===== config.mk =====
export PLATFORM = sky130hd
export DESIGN_NAME = sha256_block_engine
export DESIGN_NICKNAME = d
export VERILOG_FILES = /design/src/rtl/sha256_block_engine.sv
export SDC_FILE = /design/constraint.sdc
export NUM_CORES = 2
export LEC_CHECK = 0
export ABC_AREA = 1
export BUFFER_PORTS_ARGS = -buffer_cell sky130_fd_sc_hd__buf_2
export CORE_AREA = 2 2 404 406
export CTS_CLUSTER_SIZE = 12
export DETAILED_ROUTE_END_ITERATION = 7
export DIE_AREA = 0 0 406 408
export PLACE_DENSITY = 0.82
export SLEW_MARGIN = 0
export SYNTH_ARGS = -nofsm -noshare
export SYNTH_HDL_FRONTEND = slang
export SYNTH_SLANG_ARGS = --single-unit

===== constraint.sdc =====
create_clock -name clk -period 15.9 [get_ports clk]
set_input_delay 0.795 -clock clk [delete_from_list [all_inputs] [get_ports clk]]
set_output_delay 0.795 -clock clk [all_outputs]
set_load 0.02 [all_outputs]

===== src/rtl/sha256_block_engine.sv =====
// SHA-256 compression engine: one 512-bit block per start, RPC rounds per clock.
// h_in/h_out word 0 (A) and block word 0 (W0) occupy the most significant 32 bits.
module sha256_block_engine #(
  parameter int RPC = 1
) (
  input  logic         clk,
  input  logic         reset_n,
  input  logic         start,
  input  logic         abort,
  input  logic         use_iv,
  input  logic         pad256,
  input  logic [255:0] h_in,
  input  logic [511:0] block,
  output logic         busy,
  output logic         done,
  output logic [255:0] h_out
);
  localparam int NUM_ROUND_CYC = 64 / RPC;
  localparam logic [5:0] LAST_CYC = 6'(NUM_ROUND_CYC - 1);
  localparam logic [1:0] S_IDLE = 2'd0, S_ROUND = 2'd1, S_FINAL = 2'd2;
  localparam logic [31:0] IV [8] = '{
    32'h6a09e667, 32'hbb67ae85, 32'h3c6ef372, 32'ha54ff53a,
    32'h510e527f, 32'h9b05688c, 32'h1f83d9ab, 32'h5be0cd19};
  localparam logic [31:0] K [64] = '{
    32'h428a2f98, 32'h71374491, 32'hb5c0fbcf, 32'he9b5dba5, 32'h3956c25b, 32'h59f111f1, 32'h923f82a4, 32'hab1c5ed5,
    32'hd807aa98, 32'h12835b01, 32'h243185be, 32'h550c7dc3, 32'h72be5d74, 32'h80deb1fe, 32'h9bdc06a7, 32'hc19bf174,
    32'he49b69c1, 32'hefbe4786, 32'h0fc19dc6, 32'h240ca1cc, 32'h2de92c6f, 32'h4a7484aa, 32'h5cb0a9dc, 32'h76f988da,
    32'h983e5152, 32'ha831c66d, 32'hb00327c8, 32'hbf597fc7, 32'hc6e00bf3, 32'hd5a79147, 32'h06ca6351, 32'h14292967,
    32'h27b70a85, 32'h2e1b2138, 32'h4d2c6dfc, 32'h53380d13, 32'h650a7354, 32'h766a0abb, 32'h81c2c92e, 32'h92722c85,
    32'ha2bfe8a1, 32'ha81a664b, 32'hc24b8b70, 32'hc76c51a3, 32'hd192e819, 32'hd6990624, 32'hf40e3585, 32'h106aa070,
    32'h19a4c116, 32'h1e376c08, 32'h2748774c, 32'h34b0bcb5, 32'h391c0cb3, 32'h4ed8aa4a, 32'h5b9cca4f, 32'h682e6ff3,
    32'h748f82ee, 32'h78a5636f, 32'h84c87814, 32'h8cc70208, 32'h90befffa, 32'ha4506ceb, 32'hbef9a3f7, 32'hc67178f2};

  if (!(RPC == 1 || RPC == 2 || RPC == 4 || RPC == 8)) begin : g_bad_rpc
    $error("sha256_block_engine: RPC must be 1, 2, 4 or 8");
  end

  function automatic logic [31:0] rotr(input logic [31:0] x, input int n);
    return (x >> n) | (x << (32 - n));
  endfunction
  function automatic logic [31:0] big_sigma0(input logic [31:0] x);
    return rotr(x, 2) ^ rotr(x, 13) ^ rotr(x, 22);
  endfunction
  function automatic logic [31:0] big_sigma1(input logic [31:0] x);
    return rotr(x, 6) ^ rotr(x, 11) ^ rotr(x, 25);
  endfunction
  function automatic logic [31:0] small_sigma0(input logic [31:0] x);
    return rotr(x, 7) ^ rotr(x, 18) ^ (x >> 3);
  endfunction
  function automatic logic [31:0] small_sigma1(input logic [31:0] x);
    return rotr(x, 17) ^ rotr(x, 19) ^ (x >> 10);
  endfunction

  logic [1:0]   state_q, state_d;
  logic [5:0]   cnt_q, cnt_d;
  logic         busy_q, busy_d, done_q, done_d;
  logic [255:0] h_out_q, h_out_d;
  logic [31:0]  chain_q [8], chain_d [8];
  logic [31:0]  var_q [8], var_d [8];
  logic [31:0]  w_q [16], w_d [16];
  logic         load, round_en;
  logic [31:0]  rnd_var [8];
  logic [31:0]  rnd_win [16];
  logic [31:0]  t1, t2, w_new;
  logic [5:0]   rnd_idx;

  always_ff @(posedge clk or negedge reset_n) begin
    if (!reset_n) begin
      state_q <= S_IDLE;
      cnt_q   <= 6'd0;
      busy_q  <= 1'b0;
      done_q  <= 1'b0;
      h_out_q <= 256'd0;
      for (int i = 0; i < 8; i++) begin
        chain_q[i] <= 32'd0;
        var_q[i]   <= 32'd0;
      end
      for (int i = 0; i < 16; i++) w_q[i] <= 32'd0;
    end else begin
      state_q <= state_d;
      cnt_q   <= cnt_d;
      busy_q  <= busy_d;
      done_q  <= done_d;
      h_out_q <= h_out_d;
      chain_q <= chain_d;
      var_q   <= var_d;
      w_q     <= w_d;
    end
  end

  // Abort takes priority over everything, including a start seen while idle.
  always_comb begin
    state_d = state_q;
    case (state_q)
      S_IDLE:  if (start && !abort) state_d = S_ROUND; else state_d = S_IDLE;
      S_ROUND: if (abort) state_d = S_IDLE; else if (cnt_q == LAST_CYC) state_d = S_FINAL; else state_d = S_ROUND;
      S_FINAL: state_d = S_IDLE;
      default: state_d = S_IDLE;
    endcase
  end

  always_comb begin
    busy_d   = (state_d != S_IDLE);
    done_d   = (state_q == S_FINAL) && !abort;
    load     = (state_q == S_IDLE) && start && !abort;
    round_en = (state_q == S_ROUND) && !abort;
  end

  // RPC chained rounds; the window slides one word per round.
  always_comb begin
    rnd_var = var_q;
    rnd_win = w_q;
    t1      = 32'd0;
    t2      = 32'd0;
    w_new   = 32'd0;
    rnd_idx = 6'd0;
    for (int r = 0; r < RPC; r++) begin
      rnd_idx = cnt_q * 6'(RPC) + 6'(r);
      t1 = rnd_var[7] + big_sigma1(rnd_var[4]) + ((rnd_var[4] & rnd_var[5]) ^ (~rnd_var[4] & rnd_var[6]))
         + K[rnd_idx] + rnd_win[0];
      t2 = big_sigma0(rnd_var[0]) + ((rnd_var[0] & rnd_var[1]) ^ (rnd_var[0] & rnd_var[2]) ^ (rnd_var[1] & rnd_var[2]));
      w_new = small_sigma1(rnd_win[14]) + rnd_win[9] + small_sigma0(rnd_win[1]) + rnd_win[0];
      for (int i = 7; i > 0; i--) rnd_var[i] = rnd_var[i-1];
      rnd_var[4] = rnd_var[4] + t1;
      rnd_var[0] = t1 + t2;
      for (int i = 0; i < 15; i++) rnd_win[i] = rnd_win[i+1];
      rnd_win[15] = w_new;
    end
  end

  always_comb begin
    chain_d = chain_q;
    var_d   = var_q;
    w_d     = w_q;
    cnt_d   = cnt_q;
    h_out_d = h_out_q;
    if (load) begin
      for (int i = 0; i < 8; i++) begin
        chain_d[i] = use_iv ? IV[i] : h_in[255-32*i -: 32];
        var_d[i]   = use_iv ? IV[i] : h_in[255-32*i -: 32];
      end
      for (int i = 0; i < 16; i++) begin
        if (pad256 && i >= 8) begin
          if (i == 8) w_d[i] = 32'h8000_0000;
          else if (i == 15) w_d[i] = 32'h0000_0100;
          else w_d[i] = 32'h0;
        end else begin
          w_d[i] = block[511-32*i -: 32];
        end
      end
      cnt_d = 6'd0;
    end else if (round_en) begin
      var_d = rnd_var;
      w_d   = rnd_win;
      cnt_d = cnt_q + 6'd1;
    end else begin
      cnt_d = 6'd0;
    end
    if (done_d) begin
      for (int i = 0; i < 8; i++) h_out_d[255-32*i -: 32] = chain_q[i] + var_q[i];
    end else begin
      h_out_d = h_out_q;
    end
  end

  assign busy  = busy_q;
  assign done  = done_q;
  assign h_out = h_out_q;
endmodule


Word-level counts from Yosys, hierarchy flattened
Memory sizes are Yosys's and may differ from the RTL's.
Cells that the tools add are included.
{ "totals": {"reg_bits": 1290, "latchBits": 0, "ram_bits": 0, "mem_bits_ro": 2048, "inputBits": 774, "memories": 1} }
{ "op_classes": {"addsub": 19, "mul": 0, "div": 0, "order_cmp": 1, "eq_ne": 3, "shift": 0, "n_mux": 28, "bitwise": 28, "n_reduce_logical": 9} }
{ "memory_table": {"columns": ["name", "depth", "word_bits", "read_ports", "rd_clocked_by_memory_dff", "write_ports", "line", "text"], "rows": [
  ["(no name shown)", 64, 32, 1, 0, 0, "120", "+ K[rnd_idx] + rnd_win[0];"]
]} }
{ "op_table": {"columns": ["cell", "count"], "rows": [
  ["512-bit two-way mux", 2],
  ["32-bit adder", 18],
  ["32-bit two-way mux", 18],
  ["256-bit two-way mux", 2],
  ["32-bit XOR", 9],
  ["32-bit bitwise AND", 5],
  ["32-bit inverter", 1],
  ["10-bit by 32-bit OR with 32-bit output", 1],
  ["13-bit by 32-bit OR with 32-bit output", 1],
  ["14-bit by 32-bit OR with 32-bit output", 1],
  ["15-bit by 32-bit OR with 32-bit output", 1],
  ["19-bit by 32-bit OR with 32-bit output", 1],
  ["21-bit by 32-bit OR with 32-bit output", 1],
  ["25-bit by 32-bit OR with 32-bit output", 1],
  ["26-bit by 32-bit OR with 32-bit output", 1],
  ["30-bit by 32-bit OR with 32-bit output", 1],
  ["7-bit by 32-bit OR with 32-bit output", 1],
  ["32-bit by 22-bit XOR with 32-bit output", 1],
  ["32-bit by 29-bit XOR with 32-bit output", 1],
  ["6-bit two-way mux", 2],
  ["7-bit greater-or-equal comparator (second input constant)", 1],
  ["6-bit inverter with 7-bit output", 1],
  ["6-bit by 1-bit adder with 6-bit output (second input constant)", 1],
  ["6-bit == test (second input constant)", 1],
  ["9 further kinds", 15]
]} }

Depth between registers and ports, before layout
{ "logic_depth": {"depth_word": 10, "depth_mapped": 39} }

Worst setup path before layout
OpenSTA, ideal clock, no wires.
{ "synth_path": {"path_type": "reg2reg", "startpoint": "reg cnt_q[0]", "endpoint": "reg var_q, in the netlist rnd_var[219]", "setup_ns": 0.137, "arrival_time_ns": 6.010, "required_time_ns": 15.763, "setup_slack_ns": 9.754, "stages_incl_launch_ff": 40, "path_buffers": 1, "period_less_slack_ns": 6.146, "path_cell_list": "dfrtp_1 > clkbuf_1 > inv_1 > ha_1 > ha_1 > inv_1 > nor2_1 > inv_1 > o211ai_1 > o32ai_1 > nand2_1 > o21ai_0 > fa_1 > inv_1 > ha_1 > inv_1 > fa_1 > inv_1 > [4 not listed] > a21oi_2 > o21ai_2 > xor2_1 > inv_1 > fa_1 > inv_1 > ha_1 > nand2_1 > nor3_1 > nand3_1 > nand3_1 > nand2_1 > nand2_1 > nand2_1 > nand2_1 > a21oi_1 > o21ai_0 > o211ai_1"} }
{ "synth_between": {"elab_chain_cells": 9} }
{ "synth_lines": {"columns": ["element", "line", "text"], "rows": [
  ["start: declaration", "55", "logic [5:0] cnt_q, cnt_d;"],
  ["start signal: assignment", "81", "cnt_q <= cnt_d;"],
  ["6-bit inverter with 7-bit output (not written as such)", "120", null],
  ["memory 64 x 32 bit", null, null],
  ["32-bit two-way mux (not written as such) (2 in a row)", "120", null],
  ["32-bit adder (2 in a row)", "120", null],
  ["32-bit adder", "125", "rnd_var[0] = t1 + t2;"],
  ["256-bit two-way mux", "152", "end else if (round_en) begin"],
  ["256-bit two-way mux", "137", "if (load) begin"],
  ["end signal: assignment", "86", "var_q <= var_d;"],
  ["end: declaration", "59", "logic [31:0] var_q [8], var_d [8];"]
]} }
Every way passes these cells. The select of a mux whose other input is x is not followed.
A chain may end at the register's enable or synchronous reset.

Final worst setup path
{ "layout_path": {"startpoint": "reg cnt_q[3]", "endpoint": "reg var_q, in the netlist rnd_var[223]"} }
Same word-level chain as after synthesis.

==> flow_summary.yaml <==
final_layout:
  final_common_cell: "nand2_1"
  final-seq-area_um2: 32280
  fillers: 14712
  drive_above_1_share_pct: 12.30
  area_growth_pct: 12.85
  final_cell_mix: "2633 x nand2_1, 1421 x o21ai_0, 1291 x inv_1"
  fin_nets: 13245
  multi_input_area_um2: 46090
floorplanning:
  start_util_pct: 52.95
  fp.coreArea_um2: 161700
  rows: 148
  die_width_um: 406
  die_area_um2: 165600
  die_h_um: 408
  ios: 1032
logic_synthesis:
  synth_cell_types: 70
  synth_top_area_share_pct: 37.71
  yosysWarnings: 0
  ys_seq_elements: 1290
  syn_area_um2: 85600
  synth_cells: 11207
  synthArstFlopShare_pct: 100.0
  yosysSeqAreaShare_pct: 37.71
  syn_avg_cell_area_um2: 7.638
  syn_nets: 12573
  synthFlopType: "dfrtp_1"
  yosysTopAreaCell: "dfrtp_1"
  synth-edff-count: 0
  synth_area_leaders: "dfrtp_1 38%, nand2_1 12%, o21ai_0 8.3%"
grt:
  antenna_found_initial: 52
  grt_use_total_pct: 43.36
  grt_pass1_wl_um: 530900
  grt-ovfl-total: 0
  grt_pass1_vias: 81449
  grt_max_degree: 294
timing:
  slew_viol_final: 0
  layout_min_cycle_time_ns: 7.960
  fin_ws_ns: 7.940
  setup_tns_ns: 0
  hold_viol_final: 0
  whs_ns: 0.1863
  setup_violations: 0
  finalCritPeriodShare_pct: 50.06
  maxSlewHeadroom_pct: 7.259
  rsz0062_at_grt: "false"
  worst_clock_skew_ns: 0.03296
  worst_pin_slew_ns: 1.391
  max_clock_freq_mhz: 125.6
clocking:
  htree_levels: 4
  root_buffer: "clkbuf_16"
  tritoncts: "done"
  cts_inserted_buffers: 143
  cts-resized-gates: 0
  clk_pin_slew_ns: 0.06
  cts_num_sinks: 1290
  clkLatencyLatePin_ns: 0.86
  cts.path.max_buffers: 3
worst_setup_path:
  cp_max_fo: 70
  arrival_ns: 8.73
  reg2reg_to: "rnd_var[223]$_DFFE_PN0P_"
  crit_cells: 28
  r2r-start: "cnt_q[3]$_DFF_PN0_"
  endpoint: "rnd_var[223]$_DFFE_PN0P_"
  cp_top_family: "compound AO/OA/AOI/OAI gates"
  timing.critical_path.buf_inv: 5
  critPathKind: "flip-flop to flip-flop"
  cp-start-kind: "flip-flop"
  cp_common_cell: "nand2_1"
  rr_worst_depth: 28
  cpMaxStageDelayCell: "a2111oi_0"
  r2r_setup_slack_ns: 7.94
  end_kind: "flip-flop"
  critPathMaxStageDelay_ns: 1.12
  critPathRequiredTime_ns: 16.67
  crit_start: "cnt_q[3]$_DFF_PN0_"
route:
  first_iter_violations: 11224
  wire_per_inst_um: 25.96
  dr.pass1.iters: 8
  routed_wl_um: 368500
  remaining_drc_errors: 1
  via_per_inst: 6.065
  drt.antenna.violating_nets: 0
  via_count: 86108
placed_design:
  dp_hpwl_um: 287900
  preCtsSetupSlack_ns: 8.147
  portBuffers: 1031
  place_congestion: 1.051
run_status:
  violations: "DRC"
  outcome: "finished, violations left"
run:
  cap_violations: 0
worst_hold_path:
  hp-class: "input pin to flip-flop"
==> per-stage QoR <==
stage	cells	utilization [%]	area (µm²)
final	14197	59.76	96600
after global routing	14181	59.73	96560
after CTS	14157	59.69	96500
after detailed placement	13908	56.75	91750
after global placement	13908	56.75	91750
after floorplan	11207	-	85600
==> final cells by class <==
| class | instances | area share, % |
|---|---|---|
| antenna | 40 | 0.1036 |
| clock buffer | 206 | 4.358 |
| clock inverter | 42 | 0.5492 |
| inverter | 1309 | 5.115 |
| multi-input combinational | 8046 | 47.71 |
| sequential | 1290 | 33.42 |
| tap | 2175 | 2.817 |
| timing repair buffer | 1089 | 5.930 |
==> per-layer routing <==
| metal | up-vias | part of all wire [%] | global-route usage (%) |
|---|---|---|---|
| met5 | - | 0.053 | 0 |
| met4 | 34 | 8.0 | 28.87 |
| met3 | 1173 | 10 | 9.741 |
| met2 | 5267 | 43 | 65.07 |
| met1 | 41232 | 38 | 56.07 |
| li1 | 38402 | - | - |
==> worst min-delay path, delay by kind of cell <==
kind,cells,cell delay [ns]
buf+inv,1,0.09
compound gates,1,0.06
simple gates,1,0.05
==> registers in the layout, indices dropped and copies added (netlist names) <==
register  cells
busy          1
chain_q     256
cnt_q         6
done          1
h_out       256
rnd_var     192
rnd_win     480
state_q       2
var_q        64
w_q          32
==> worst min-delay path by stage <==
stage,start,to,depth (start not counted),slack (ns)
2_1_floorplan,rnd_win[223]$_DFFE_PN0P_,rnd_win[223]$_DFFE_PN0P_,2,0.44
3_3_place_gp,h_out[152]$_DFFE_PN0P_,h_out[152]$_DFFE_PN0P_,2,0.46
3_5_place_dp,h_out[88]$_DFFE_PN0P_,h_out[88]$_DFFE_PN0P_,2,0.46
4_1_cts,block[228],rnd_win[260]$_DFFE_PN0P_,3,0.14
5_1_grt,block[233],rnd_win[265]$_DFFE_PN0P_,3,0.18
6_report,block[228],rnd_win[260]$_DFFE_PN0P_,3,0.19
==> synth_stat cells (39+ instances only) <==
cell and n:
fa_1 197, a21oi_1 657, o21ai_0 1421, ha_1 395, xor2_1 190, o21ai_1 173, xnor2_1 199, nor3_1 92
dfrtp_1 1290, a31oi_1 86, buf_2 166, o22ai_1 110, nand3_1 369, inv_1 1293, o21bai_1 75, or2_2 52
nand2_1 2634, clkbuf_1 351, nand4_1 48, a22oi_1 227, o21a_1 39, nor2_1 660, a21o_1 56
==> kinds of logic after synthesis <==
group                    Yosys count  synth area share, %
AND/OR/NAND/NOR                 3982                18.93
buffers and inverters           1871                8.484
flip-flops                      1290                37.71
adder cells (fa/ha/maj)          592                10.38
AO/OA/AOI/OAI                   3081                20.48
XOR/XNOR                         391                4.018
==> what timing repair did <==
item | CTS | global route
endpoints found under the hold margin | 3 | 0
hold buffers | 1 | 0
buffers inserted | 0 | 0
Power is left out: the tool's default activity adds up to more than one toggle a clock period on the data nets, which glitch-free logic cannot reach.
